--- config.mk ---
export PLATFORM = sky130hd
export DESIGN_NAME = spi_rx_word_packer_flat
export DESIGN_NICKNAME = d
export VERILOG_FILES = /design/src/rtl/spi_rx_word_packer_if.sv /design/src/rtl/spi_rx_word_packer.sv /design/src/flat_wrapper.sv
export SDC_FILE = /design/constraint.sdc
export NUM_CORES = 1
export LEC_CHECK = 0
export ABC_CLOCK_PERIOD_IN_PS = 2300
export CAP_MARGIN = 20
export CORE_UTILIZATION = 39
export CTS_CLUSTER_DIAMETER = 30
export DETAILED_ROUTE_END_ITERATION = 10
export DONT_BUFFER_PORTS = 1
export SLEW_MARGIN = 0
export SYNTH_ARGS = -nofsm -noshare
export SYNTH_HDL_FRONTEND = slang
export SYNTH_SLANG_ARGS = --single-unit
--- constraint.sdc ---
create_clock -name clk -period 2.3 [get_ports clk]
set_clock_uncertainty 0.2 [all_clocks]
set_input_delay 0.46 -clock clk [delete_from_list [all_inputs] [get_ports clk]]
set_output_delay 0.46 -clock clk [all_outputs]
set_load 0.005 [all_outputs]
--- src/rtl/spi_rx_word_packer_if.sv ---
// ---------------------------------------------------------------------------
// spi_rx_word_packer_if
//
// Bundles the two data paths of the receive word packer: the byte-wide
// receive FIFO it drains and the 32-bit word it offers to the AXI read-data
// register bank.
//
// Signals
//   fifo_data   8   FIFO head byte, valid while fifo_empty is low
//   fifo_empty  1   FIFO empty flag
//   fifo_count  9   FIFO occupancy
//   fifo_rd_en  1   FIFO pop, driven by the packer
//   word_data   32  packed word, driven by the packer
//   word_bytes  3   number of valid bytes in word_data (1..4)
//   word_valid  1   a word is being offered to the bus
//   word_ack    1   the bus has consumed the offered word
//
// Modports
//   master  the packer itself (pops the FIFO, offers words)
//   slave   the environment (FIFO plus register bank)
// ---------------------------------------------------------------------------
interface spi_rx_word_packer_if;

    logic [7:0]  fifo_data;
    logic        fifo_empty;
    logic [8:0]  fifo_count;
    logic        fifo_rd_en;
    logic [31:0] word_data;
    logic [2:0]  word_bytes;
    logic        word_valid;
    logic        word_ack;

    modport master (
        input  fifo_data,
        input  fifo_empty,
        input  fifo_count,
        input  word_ack,
        output fifo_rd_en,
        output word_data,
        output word_bytes,
        output word_valid
    );

    modport slave (
        output fifo_data,
        output fifo_empty,
        output fifo_count,
        output word_ack,
        input  fifo_rd_en,
        input  word_data,
        input  word_bytes,
        input  word_valid
    );

endinterface

--- src/rtl/spi_rx_word_packer.sv ---
// ---------------------------------------------------------------------------
// spi_rx_word_packer
//
// Drains the 8-bit Quad-SPI receive FIFO and packs its bytes into 32-bit
// words for the AXI read-data register. The block owns the FIFO read-enable,
// emits partial words when flushed, and raises a level-sensitive
// FIFO-threshold interrupt.
//
// Parameters
//   LSB_FIRST       1: first byte lands in word_data[7:0]; 0: in [31:24]
//   TIMEOUT_CYCLES  idle cycles before an automatic partial flush
//                   (exists only when SPI_RX_TIMEOUT_EN is defined)
//
// Ports
//   clk           system clock, rising edge
//   reset         asynchronous, active-high reset
//   enable        drain enable
//   flush         single-cycle pulse: emit the held partial word
//   thresh        interrupt threshold, 0 disables the interrupt
//   bus           spi_rx_word_packer_if.master (FIFO side + word side)
//   irq_thresh    registered level: fifo_count >= thresh (thresh != 0)
//   busy          FSM not idle, or partial bytes are held
//   timeout_flag  sticky: an idle-timeout flush has occurred
//
// Build option
//   SPI_RX_TIMEOUT_EN  when defined, a partial word that sits with an empty
//                      FIFO for TIMEOUT_CYCLES cycles is flushed on its own
//                      and timeout_flag is set. When undefined no counter
//                      exists and timeout_flag is tied low.
// ---------------------------------------------------------------------------
module spi_rx_word_packer #(
    parameter bit LSB_FIRST = 1'b1
`ifdef SPI_RX_TIMEOUT_EN
    ,
    parameter int unsigned TIMEOUT_CYCLES = 256
`endif
) (
    input  logic                        clk,
    input  logic                        reset,
    input  logic                        enable,
    input  logic                        flush,
    input  logic [8:0]                  thresh,
    spi_rx_word_packer_if.master        bus,
    output logic                        irq_thresh,
    output logic                        busy,
    output logic                        timeout_flag
);

    typedef enum logic [1:0] {
        IDLE = 2'd0,
        READ = 2'd1,
        HOLD = 2'd2
    } state_t;

    state_t      state;
    state_t      state_next;
    logic [2:0]  byte_cnt;
    logic [31:0] word_reg;
    logic        flush_pending;
    logic        pop;
    logic        enter_hold;
    logic        flush_req;
    logic        pending_clear;
    logic [1:0]  lane_sel;
    logic        timeout_fire;

    // State register.
    always_ff @(posedge clk or posedge reset) begin
        if (reset) begin
            state <= IDLE;
        end else begin
            state <= state_next;
        end
    end

    // Next-state and pop decision. A word is closed either by the fourth pop
    // (same cycle, so the word is offered the cycle after the last pop) or by
    // a pending flush in a cycle where no pop happens. "No pop" covers both an
    // empty FIFO and a dropped enable, so held bytes can still be flushed out
    // while draining is paused.
    always_comb begin
        state_next = state;
        pop        = 1'b0;
        enter_hold = 1'b0;
        case (state)
            IDLE: begin
                if (enable && !bus.fifo_empty) begin
                    state_next = READ;
                end
            end
            READ: begin
                pop = !bus.fifo_empty && (byte_cnt < 3'd4) && enable;
                if (pop && (byte_cnt == 3'd3)) begin
                    state_next = HOLD;
                    enter_hold = 1'b1;
                end else if (!pop && flush_pending && (byte_cnt != 3'd0)) begin
                    state_next = HOLD;
                    enter_hold = 1'b1;
                end else if ((byte_cnt == 3'd0) && (!enable || bus.fifo_empty)) begin
                    state_next = IDLE;
                end
            end
            HOLD: begin
                if (bus.word_ack) begin
                    state_next = (enable && !bus.fifo_empty) ? READ : IDLE;
                end
            end
            default: begin
                state_next = IDLE;
            end
        endcase
    end

    // Byte lane for the next pop: lane k is counted from the bottom of the
    // word when LSB_FIRST is set, from the top otherwise.
    always_comb begin
        lane_sel = LSB_FIRST ? byte_cnt[1:0] : ~byte_cnt[1:0];
    end

    // Packing register. The word register is cleared when the word is
    // acknowledged so that lanes never written in the next word read as zero.
    always_ff @(posedge clk or posedge reset) begin
        if (reset) begin
            word_reg <= 32'h0000_0000;
            byte_cnt <= 3'd0;
        end else begin
            if (pop) begin
                word_reg[{lane_sel, 3'b000} +: 8] <= bus.fifo_data;
                byte_cnt                          <= byte_cnt + 3'd1;
            end
            if ((state == HOLD) && bus.word_ack) begin
                word_reg <= 32'h0000_0000;
                byte_cnt <= 3'd0;
            end
        end
    end

    // A flush request is remembered until a word is closed. With nothing held
    // and nothing left in the FIFO there is no word to close, so the request
    // is dropped instead of lingering and cutting a later word short.
    always_comb begin
        flush_req     = flush | timeout_fire;
        pending_clear = (byte_cnt == 3'd0) && bus.fifo_empty;
    end

    always_ff @(posedge clk or posedge reset) begin
        if (reset) begin
            flush_pending <= 1'b0;
        end else if (enter_hold || pending_clear) begin
            flush_pending <= 1'b0;
        end else if (flush_req) begin
            flush_pending <= 1'b1;
        end
    end

    // Threshold interrupt is a registered level that follows the occupancy.
    always_ff @(posedge clk or posedge reset) begin
        if (reset) begin
            irq_thresh <= 1'b0;
        end else begin
            irq_thresh <= (thresh != 9'd0) && (bus.fifo_count >= thresh);
        end
    end

`ifdef SPI_RX_TIMEOUT_EN
    localparam int unsigned TMO_W = $clog2(TIMEOUT_CYCLES + 1);
    localparam logic [TMO_W-1:0] TMO_LAST = TMO_W'(TIMEOUT_CYCLES - 1);
    localparam logic [TMO_W-1:0] TMO_MAX  = TMO_W'(TIMEOUT_CYCLES);

    logic [TMO_W-1:0] tmo_cnt;
    logic             tmo_counting;

    // The idle counter only runs while a partial word waits on an empty
    // FIFO. It saturates after firing so the timeout flush is a single pulse.
    always_comb begin
        tmo_counting = (state == READ) && (byte_cnt != 3'd0) && bus.fifo_empty;
        timeout_fire = tmo_counting && (tmo_cnt == TMO_LAST);
    end

    always_ff @(posedge clk or posedge reset) begin
        if (reset) begin
            tmo_cnt      <= '0;
            timeout_flag <= 1'b0;
        end else begin
            if (!tmo_counting) begin
                tmo_cnt <= '0;
            end else if (tmo_cnt != TMO_MAX) begin
                tmo_cnt <= tmo_cnt + TMO_W'(1);
            end
            if (timeout_fire) begin
                timeout_flag <= 1'b1;
            end
        end
    end
`else
    // Without the timeout option partial words leave only through flush.
    always_comb begin
        timeout_fire = 1'b0;
        timeout_flag = 1'b0;
    end
`endif

    // Output decode. Word outputs are zero outside HOLD; in HOLD byte_cnt
    // still holds the count of bytes packed, which is exactly word_bytes.
    always_comb begin
        bus.fifo_rd_en = pop;
        bus.word_valid = (state == HOLD);
        bus.word_data  = (state == HOLD) ? word_reg : 32'h0000_0000;
        bus.word_bytes = (state == HOLD) ? byte_cnt : 3'd0;
        busy           = (state != IDLE) || (byte_cnt != 3'd0);
    end

endmodule

--- src/flat_wrapper.sv ---
// flat-port wrapper written by rule: the top's interface ports become plain ports
module spi_rx_word_packer_flat 
#(
    parameter bit LSB_FIRST = 1'b1

)
  (clk, reset, enable, flush, thresh, irq_thresh, busy, timeout_flag, bus_fifo_data, bus_fifo_empty, bus_fifo_count, bus_word_ack, bus_fifo_rd_en, bus_word_data, bus_word_bytes, bus_word_valid);
  spi_rx_word_packer_if bus_i ();
  input  logic clk;
  input  logic reset;
  input  logic enable;
  input  logic flush;
  input  logic [8:0] thresh;
  output logic irq_thresh;
  output logic busy;
  output logic timeout_flag;
  input wire logic [$bits(bus_i.fifo_data)-1:0] bus_fifo_data;
  input wire logic [$bits(bus_i.fifo_empty)-1:0] bus_fifo_empty;
  input wire logic [$bits(bus_i.fifo_count)-1:0] bus_fifo_count;
  input wire logic [$bits(bus_i.word_ack)-1:0] bus_word_ack;
  output wire logic [$bits(bus_i.fifo_rd_en)-1:0] bus_fifo_rd_en;
  output wire logic [$bits(bus_i.word_data)-1:0] bus_word_data;
  output wire logic [$bits(bus_i.word_bytes)-1:0] bus_word_bytes;
  output wire logic [$bits(bus_i.word_valid)-1:0] bus_word_valid;
  assign bus_i.fifo_data = bus_fifo_data;
  assign bus_i.fifo_empty = bus_fifo_empty;
  assign bus_i.fifo_count = bus_fifo_count;
  assign bus_i.word_ack = bus_word_ack;
  assign bus_fifo_rd_en = bus_i.fifo_rd_en;
  assign bus_word_data = bus_i.word_data;
  assign bus_word_bytes = bus_i.word_bytes;
  assign bus_word_valid = bus_i.word_valid;
  spi_rx_word_packer #(.LSB_FIRST(LSB_FIRST)) u_core (.clk(clk), .reset(reset), .enable(enable), .flush(flush), .thresh(thresh), .bus(bus_i), .irq_thresh(irq_thresh), .busy(busy), .timeout_flag(timeout_flag));
endmodule
==> flow_metrics.env, run 1 <==
export IMPL_status="finished clean"
export IMPL_syn_inst=242
export IMPL_tightest_slew_ns=0.989
export IMPL_clock_latency_ns=0.29
export IMPL_drc=0
export IMPL_hold_violations=0
export IMPL_ff2ff_path_depth=3
export IMPL_yosysTopAreaCellShare_pct=42.7
export IMPL_min_path_type="primary input to register"
export IMPL_synth_edff_count=0
export IMPL_crit_required_ns=1.64
export IMPL_largest_reg_flops=32
export IMPL_final_cell_area_sq_um=2530
export IMPL_ys_seq_elements=39
export IMPL_setup_viol=0
export IMPL_synthTopCellsByArea="dfrtp_1 (43%), and2_1 (10%), ha_1 (8.2%)"
export IMPL_synth_common_cells="nand2_1 (46), dfrtp_1 (39), and2_1 (37), o21ai_1 (20), ha_1 (15)"
export IMPL_drtPass1Iterations=4
export IMPL_synthArstFlopShare_pct=100
export IMPL_ys_flop_type="dfrtp_1"
export IMPL_holdPathStages=2
export IMPL_vdd_ir_drop_max_mv=0.478
export IMPL_chipWidth_um=78.5
export IMPL_p_per_area_nw_per_um2=970
export IMPL_critPathKind="register to output pin"
export IMPL_cp_start_kind="register"
export IMPL_grtUsageTotal_pct=16.5
export IMPL_r2r_start="u_core.state[1]"
export IMPL_netlist_area_sq_um=2280
export IMPL_area_growth_pct=10.8
export IMPL_first_global_vias=1496
export IMPL_seq_area_frac_synth_pct=42.7
export IMPL_min_period_over_period_pct=96.1
export IMPL_hp_start="bus_fifo_data[1]"
export IMPL_core_area_sq_um=5570
export IMPL_initial_utilization_pct=41.0
export IMPL_cts_buffers=5
export IMPL_die_area_sq_um=6160
export IMPL_period_needed_ns=2.21
export IMPL_min_to="u_core.word_reg[1]"
export IMPL_clk_pin_slew_ns=0.08
export IMPL_wl_um=4840
export IMPL_avgSynthCellArea_sq_um=9.44
export IMPL_reg2reg_to="u_core.word_reg[11]"
export IMPL_p_leak_uw=0.00114
export IMPL_finalSetupTns_ns=0
export IMPL_cp_num_buf_inv=1
export IMPL_htree_levels=2
export IMPL_cap_violations=0
export IMPL_path_delay_family="flip-flops"
export IMPL_synth_area_leader_cell="dfrtp_1"
export IMPL_wire_per_inst_um=15.0
export IMPL_n_antenna_cell=0
export IMPL_nets=296
export IMPL_worst_slew_margin_rel_pct=33.8
export IMPL_dpl_hpwl_um=3600
export IMPL_viasPerCell=5.08
export IMPL_r2r_slack_ns=0.24
export IMPL_synthDistinctLibCells=40
export IMPL_syn_nets=289
export IMPL_rows=27
export IMPL_rsz0062_at_grt="false"
export IMPL_critPathArrivalTime_ns=1.55
export IMPL_grt_max_degree=40
export IMPL_finalMaxSlewViolations=0
export IMPL_cts_tree="yes"
export IMPL_layout_drive_gt1_share_pct=10.8
export IMPL_yosysMostFrequentCell="nand2_1"
export IMPL_ant_nets=0
export IMPL_drt_iter0_markers=93
export IMPL_cts_setup_buffers=0
export IMPL_io_buffers=0
export IMPL_cts_root_buffer="clkbuf_8"
export IMPL_cts_sinks=39
export IMPL_critPathMaxFanout=6
export IMPL_critPathMaxStageDelay_ns=0.45
export IMPL_placed_cell_area_sq_um=2380
export IMPL_yosys_warnings=0
export IMPL_gp_congestion=0.763
export IMPL_die_height_um=78.5
export IMPL_grt_pass1_wl_um=7650
export IMPL_antenna_found_initial=0
export IMPL_fmax_mhz=453
export IMPL_slowest_stage="dfrtp_1"
export IMPL_clockBufferDepth=2
export IMPL_cp_end_kind="output pin"
export IMPL_path_cells="inv_1 > ha_2 > nand2_1 > or3_1"
export IMPL_vias=1635
export IMPL_grt_overflow=0
export IMPL_io_pins=72
[worst register-to-register path: stages, from the launching register on]
cell,delay (ns)
dfrtp_1,0.42
and2b_1,0.29
a31oi_1,0.83
a22o_1,0.27
[layout make-up]
class,count,area (sq um)
multi-input combinational,178,1200
timing repair buffer,10,77.6
fill,524,3040
clock buffer,6,72.6
inverter,15,56.3
tap,72,90.1
sequential,39,976
clock inverter,2,60.1
[cells in the final DEF, fill, tap and decap left out, types with 2 or more instances in the layout]
cell | synthesis | routed
a31oi_4 | 2 | 2
bufinv_16 | 0 | 2
nor4_4 | 2 | 2
ha_1 | 15 | 14
nand3_1 | 3 | 3
buf_4 | 3 | 9
nor3_4 | 2 | 2
and2_1 | 37 | 37
o21ai_1 | 20 | 20
a21oi_1 | 6 | 6
nor3b_1 | 2 | 2
clkbuf_8 | 0 | 5
dfrtp_1 | 39 | 39
a22o_1 | 12 | 12
nand2b_1 | 3 | 3
nor2_1 | 3 | 3
inv_1 | 14 | 14
nand2_1 | 46 | 46
o21ai_0 | 5 | 5
[where the power goes]
group / total [uW] / internal [uW] / switching (uW)
Clock: 678 / 434 / 244
Sequential: 936 / 826 / 110
Combinational: 840 / 331 / 510
Total: 2450 / 1590 / 864
[metrics by stage]
step                      setup slack, ns  utilization [%]  total power [uW]  cells  hold slack [ns]
after detailed placement            0.237             42.8              1790    313            0.268
after floorplan                     0.237                -              1580    242            0.247
after global routing               0.0215             45.4              2630    322           0.0716
after global placement              0.301             42.8              1780    313            0.259
final                              0.0902             45.4              2450    322           0.0844
after CTS                          0.0771             45.4              2480    322           0.0774
[cells by family (layout without fill, tap and decap cells)]
logic type,after synthesis,count (layout),share of synthesized area (%)
buf+inv,25,33,5.04
simple gates,108,108,27.1
fa+ha+maj,15,15,8.22
xor+xnor,1,1,0.384
compound gates,52,52,15.9
flops,39,39,42.7
mux,1,1,0.438
other cells,1,1,0.164
[timing repair]
item | in CTS | in global routing
setup endpoints to repair | 1 | 0
hold buffers | 1 | 0
hold endpoints to repair | 23 | 0
gates resized for setup | 1 | 0
[routing by layer]
metal	vias to the layer above	wire length [um]	GRT usage (%)
met3	8	275	4.30
met5	-	0	0
li1	830	-	-
met2	48	2160	25.0
met1	749	2340	22.5
met4	0	67	6.11
[worst max path at each step]
| stage | startpoint | endpoint | cells after the start |
|---|---|---|---|
| finish | u_core.byte_cnt[1] | busy | 4 |
| global route | u_core.byte_cnt[1] | busy | 4 |
| CTS | u_core.byte_cnt[1] | busy | 4 |
| detailed placement | u_core.state[1] | u_core.word_reg[12] | 3 |
| global placement | u_core.state[1] | u_core.word_reg[9] | 3 |
| floorplan | u_core.byte_cnt[0] | busy | 4 |
Power figures use the tool's default switching activity.
==> inputs of run 2 (changes only) <==
--- a/config.mk
+++ b/config.mk
@@ -5,12 +5,13 @@
 export SDC_FILE = /design/constraint.sdc
 export NUM_CORES = 1
 export LEC_CHECK = 0
-export ABC_CLOCK_PERIOD_IN_PS = 2300
+export ABC_CLOCK_PERIOD_IN_PS = 1940
 export CAP_MARGIN = 20
 export CORE_UTILIZATION = 39
 export CTS_CLUSTER_DIAMETER = 30
 export DETAILED_ROUTE_END_ITERATION = 10
 export DONT_BUFFER_PORTS = 1
+export SETUP_SLACK_MARGIN = 0.02
 export SLEW_MARGIN = 0
 export SYNTH_ARGS = -nofsm -noshare
 export SYNTH_HDL_FRONTEND = slang
==> constraint.sdc (replaced) <==
create_clock -name clk -period 1.94 [get_ports clk]
set_clock_uncertainty 0.2 [all_clocks]
set_input_delay 0.388 -clock clk [delete_from_list [all_inputs] [get_ports clk]]
set_output_delay 0.388 -clock clk [all_outputs]
set_load 0.005 [all_outputs]
==> run 2 against run 1 <==
Effect of this change:
- the flow now finishes with violations (setup timing)
- routed wire length up 15%
- critical path type unchanged
- total power up 35%
- first-iteration DRC count down 28%
- highest routed layer unchanged
- critical path depth up 1
==> flow_metrics.env, run 2 (same netlist as run 1, synthesis figures left out) <==
export IMPL_status="complete, but fails checks"
export IMPL_violations="setup timing"
export IMPL_initial_utilization_pct=41.0
export IMPL_chipWidth_um=78.5
export IMPL_finalMaxSlewViolations=0
export IMPL_critPathArrivalTime_ns=1.40
export IMPL_final_cell_area_sq_um=2840
export IMPL_drc=0
export IMPL_slowest_stage="dfrtp_1"
export IMPL_critPathMaxFanout=8
export IMPL_p_per_area_nw_per_um2=1170
export IMPL_clock_latency_ns=0.29
export IMPL_final_common_cell="nand2_1"
export IMPL_layout_drive_gt1_share_pct=27.4
export IMPL_io_pins=72
export IMPL_drt_iter0_markers=67
export IMPL_drtPass1Iterations=4
export IMPL_cts_sinks=39
export IMPL_wire_per_inst_um=16.2
export IMPL_gp_congestion=0.758
export IMPL_cp_start_kind="register"
export IMPL_first_global_vias=1666
export IMPL_hold_violations=0
export IMPL_clk_pin_slew_ns=0.08
export IMPL_critPathKind="register to output pin"
export IMPL_period_needed_ns=1.99
export IMPL_ant_nets=0
export IMPL_cp_num_buf_inv=3
export IMPL_crit_required_ns=1.35
export IMPL_area_growth_pct=24.2
export IMPL_dpl_hpwl_um=3620
export IMPL_wl_um=5550
export IMPL_grt_max_degree=40
export IMPL_nets=316
export IMPL_core_area_sq_um=5570
export IMPL_htree_levels=2
export IMPL_r2r_slack_ns=0.06
export IMPL_fillers=524
export IMPL_r2r_start="u_core.byte_cnt[1]"
export IMPL_antenna_found_initial=0
export IMPL_cp_startpoint="u_core.state[0]"
export IMPL_die_area_sq_um=6160
export IMPL_cts_root_buffer="clkbuf_8"
export IMPL_cap_violations=0
export IMPL_viasPerCell=5.13
export IMPL_grtUsageTotal_pct=17.8
export IMPL_postLayoutCoreUtil_pct=50.9
export IMPL_n_antenna_cell=0
export IMPL_path_delay_family="buffers and inverters"
export IMPL_cts_buffers=5
export IMPL_hp_start="bus_fifo_data[5]"
export IMPL_critPathMaxStageDelay_ns=0.40
export IMPL_largest_reg_flops=32
export IMPL_mostFrequentLayoutCells="nand2_1 (45), dfrtp_1 (38), buf_4 (21)"
export IMPL_holdWs_ns=0.0145
export IMPL_vdd_ir_drop_max_mv=0.653
export IMPL_path_cells="buf_6 > nor2b_4 > buf_12 > clkbuf_16 > and2_4"
export IMPL_rsz0062_at_grt="true"
export IMPL_die_height_um=78.5
export IMPL_io_buffers=0
export IMPL_grt_overflow=0
export IMPL_cts_tree="yes"
export IMPL_p_leak_uw=0.00129
export IMPL_min_period_over_period_pct=102
export IMPL_fmax_mhz=503
export IMPL_setup_viol=35
export IMPL_vias=1755
export IMPL_cp_end_kind="output pin"
export IMPL_clockBufferDepth=2
export IMPL_fin_ws_ns=-0.0482
export IMPL_placed_cell_area_sq_um=2410
export IMPL_min_path_type="primary input to register"
export IMPL_rows=27
export IMPL_grt_pass1_wl_um=8290
run 2: cell count changes in the layout (fill, tap and decap cells not counted), sizes merged:
| cell | delta |
|---|---|
| buf | +16 |
| bufinv | -1 |
| clkinv | +2 |
| dlygate4sd3 | +1 |
| clkbuf | +2 |
run 2: per-layer routing:
metal | vias to the layer above | part of all wire [%] | GRT usage [%]
li1 | 872 | - | -
met5 | - | 0 | 0
met3 | 7 | 7.0 | 5.35
met1 | 813 | 43 | 22.5
met4 | 0 | 1.3 | 6.85
met2 | 63 | 48 | 28.4
run 2: worst paths after layout:
check	cells after the start	to
max	5	bus_word_bytes[0]
min	2	u_core.word_reg[13]
max reg2reg	6	u_core.state[0]
min reg2reg	2	u_core.word_reg[0]
max in group asynchronous	3	u_core.byte_cnt[2]
min in group asynchronous	3	u_core.byte_cnt[0]
run 2: cell type report:
class | count | area (sq um) | area share, %
clock buffers | 5 | 68.8 | 2.43
inverters | 15 | 56.3 | 1.99
repair buffers | 30 | 324 | 11.4
well taps | 72 | 90.1 | 3.18
multi-input cells | 178 | 1270 | 45.0
clock inverters | 3 | 43.8 | 1.54
flip-flops and latches | 39 | 977 | 34.5
run 2: timing repair:
action                     CTS  global route
gates resized for setup      7            24
hold buffers                 1             1
gates cloned                 0             3
setup buffers                6             8
setup endpoints to repair   37            59
pin swaps                    3            19
hold endpoints to repair    39             1
run 2: metrics by stage:
| step | setup WS (ns) | cells | total power [uW] | TNS [ns] |
|---|---|---|---|---|
| global placement | 0.112 | 315 | 2150 | 0 |
| CTS | -0.0137 | 330 | 2970 | -0.0680 |
| detailed placement | 0.0601 | 315 | 2170 | 0 |
| global route | -0.0971 | 342 | 3540 | -2.53 |
| floorplan | 0.0312 | 242 | 1880 | 0 |
| finish | -0.0482 | 342 | 3310 | -1.06 |
run 2: power by group:
part / switching [uW] / internal, uW / total (uW)
Combinational: 765 / 754 / 1520
Sequential: 132 / 981 / 1110
Clock: 298 / 383 / 681
==> inputs of run 3 (changes only) <==
--- a/config.mk
+++ b/config.mk
@@ -11,7 +11,10 @@
 export CTS_CLUSTER_DIAMETER = 30
 export DETAILED_ROUTE_END_ITERATION = 10
 export DONT_BUFFER_PORTS = 1
+export GPL_TIMING_DRIVEN = 0
+export HOLD_SLACK_MARGIN = 0.05
 export SETUP_SLACK_MARGIN = 0.02
+export SKIP_LAST_GASP = 1
 export SLEW_MARGIN = 0
 export SYNTH_ARGS = -nofsm -noshare
 export SYNTH_HDL_FRONTEND = slang
==> run 3 against run 2 <==
Effect of this change:
- count of clock-buffer cells in the layout is 1 higher
- worst hold slack better by 0.0046 ns
- largest power group unchanged
- critical path depth is 3 higher
- final cell count is 3.5% higher
- die area stayed put
- the flow now finishes without violations
- sequential share of layout area is 1.3 points lower
==> flow_metrics.env, run 3 (same netlist as run 1, synthesis figures left out) <==
export IMPL_cts_buffers=5
export IMPL_grt_pass1_wl_um=8660
export IMPL_gp_congestion=0.745
export IMPL_worst_slew_margin_rel_pct=46.6
export IMPL_period_needed_ns=1.93
export IMPL_tightest_slew_ns=0.799
export IMPL_core_area_sq_um=5570
export IMPL_critPathArrivalTime_ns=1.94
export IMPL_initial_utilization_pct=41.0
export IMPL_crit_required_ns=1.95
export IMPL_ff2ff_path_depth=8
export IMPL_cp_startpoint="u_core.state[1]"
export IMPL_wire_per_inst_um=15.2
export IMPL_fmax_mhz=519
export IMPL_vdd_ir_drop_max_mv=0.588
export IMPL_holdWs_ns=0.0191
export IMPL_r2r_start="u_core.state[1]"
export IMPL_grtUsageTotal_pct=18.5
export IMPL_cap_violations=0
export IMPL_reg2reg_to="u_core.word_reg[25]"
export IMPL_slowest_stage="dfrtp_1"
export IMPL_min_to="u_core.word_reg[1]"
export IMPL_finalMaxSlewViolations=0
export IMPL_critPathMaxFanout=8
export IMPL_rows=27
export IMPL_nets=328
export IMPL_path_cells="buf_6 > buf_6 > and3b_2 > buf_8 > nor4_4 > buf_6 > nand2_2 > o21ai_2"
export IMPL_largest_reg_flops=32
export IMPL_p_leak_uw=0.00134
export IMPL_first_global_vias=1720
export IMPL_io_buffers=0
export IMPL_cts_sinks=39
export IMPL_drc=0
export IMPL_vias=1823
export IMPL_postCtsHoldBufs=8
export IMPL_layout_drive_gt1_share_pct=29.1
export IMPL_mostFrequentLayoutCells="nand2_1 (41), dfrtp_1 (36), and2_1 (31)"
export IMPL_cp_end_kind="register"
export IMPL_htree_levels=2
export IMPL_min_period_over_period_pct=99.2
export IMPL_min_path_type="primary input to register"
export IMPL_drtPass1Iterations=5
export IMPL_clock_latency_ns=0.29
export IMPL_holdPathStages=2
export IMPL_drt_iter0_markers=78
export IMPL_totalPowerFinal_uw=3400
export IMPL_die_height_um=78.5
export IMPL_n_antenna_cell=0
export IMPL_path_common_cell="buf_6"
export IMPL_status="finished clean"
export IMPL_p_per_area_nw_per_um2=1150
export IMPL_setup_viol=0
export IMPL_chipWidth_um=78.5
export IMPL_grt_max_degree=40
export IMPL_viasPerCell=5.15
export IMPL_hp_start="bus_fifo_data[1]"
export IMPL_fin_ws_ns=0.0148
export IMPL_final_common_cell="nand2_1"
export IMPL_area_growth_pct=29.5
export IMPL_wl_um=5380
export IMPL_pre_cts_ws_ns=-0.305
export IMPL_io_pins=72
export IMPL_critPathKind="register to register"
export IMPL_cts_root_buffer="clkbuf_8"
export IMPL_rsz0062_at_grt="true"
export IMPL_r2r_slack_ns=0.01
export IMPL_critPathMaxStageDelay_ns=0.41
export IMPL_cp_start_kind="register"
export IMPL_grt_overflow=0
export IMPL_cts_tree="yes"
export IMPL_die_area_sq_um=6160
export IMPL_dpl_hpwl_um=3650
export IMPL_ant_nets=0
export IMPL_hold_violations=0
export IMPL_clockBufferDepth=2
export IMPL_antenna_found_initial=0
export IMPL_clk_pin_slew_ns=0.08
run 3: cell types whose count changed in the layout (fill, tap and decap cells not counted), sizes merged:
cell         before  now
buf              25   33
clkbuf            8    7
clkinv            2    1
dlygate4sd3       2    8
run 3: timing repair:
action / in CTS / in global routing
endpoints found under the setup margin: 73 / 63
gates resized for setup: 21 / 41
hold endpoints to repair: 71 / 4
pin swaps: 3 / 9
setup buffers: 10 / 12
cloned: 0 / 2
run 3: worst max-delay path by stage:
stage                               end  slack [ns]  cells past startpoint
finish              u_core.word_reg[25]        0.01                      8
CTS                  u_core.word_reg[9]      -0.002                      7
floorplan           u_core.word_reg[16]        0.03                      6
detailed placement    bus_word_data[29]       -0.31                      4
global route        u_core.word_reg[25]       -0.05                      8
global placement      bus_word_data[29]       -0.23                      4
run 3: power breakdown:
group / internal [uW] / switching, uW
combinational: 785 / 807
sequential: 985 / 122
clock: 416 / 286
total: 2190 / 1210
run 3: final cells by class:
class                           count  area, sq um
Fill cell                         504         2620
Sequential cell                    39          980
Timing Repair Buffer               32          300
Tap cell                           72         90.1
Multi-Input combinational cell    178         1290
Buffer                             10          120
Inverter                           15         58.8
Clock inverter                      2         35.0
Clock buffer                        6         82.6
run 3: critical path, delay by kind of cell (launching register included):
kind | cells | cell delay (ns)
compound gates | 1 | 0.12
buf+inv | 4 | 0.56
flops | 1 | 0.41
simple gates | 3 | 0.58
run 3: layer usage:
metal / part of all wire, % / vias to the layer above / GRT usage [%]
li1: - / 894 / -
met1: 47 / 863 / 24.8
met2: 47 / 62 / 29.2
met3: 5.0 / 4 / 4.53
met4: 0.58 / 0 / 5.74
met5: 0 / - / 0
run 3: metrics by stage:
stage / instance area (sq um) / util [%] / TNS, ns / std cells
2_1_floorplan: 2290 / - / 0 / 242
3_3_place_gp: 2380 / 42.6 / -8.14 / 314
3_5_place_dp: 2380 / 42.6 / -9.94 / 314
4_1_cts: 2710 / 48.7 / -0.00159 / 340
5_1_grt: 2960 / 53.0 / -0.489 / 354
6_report: 2960 / 53.0 / 0 / 354
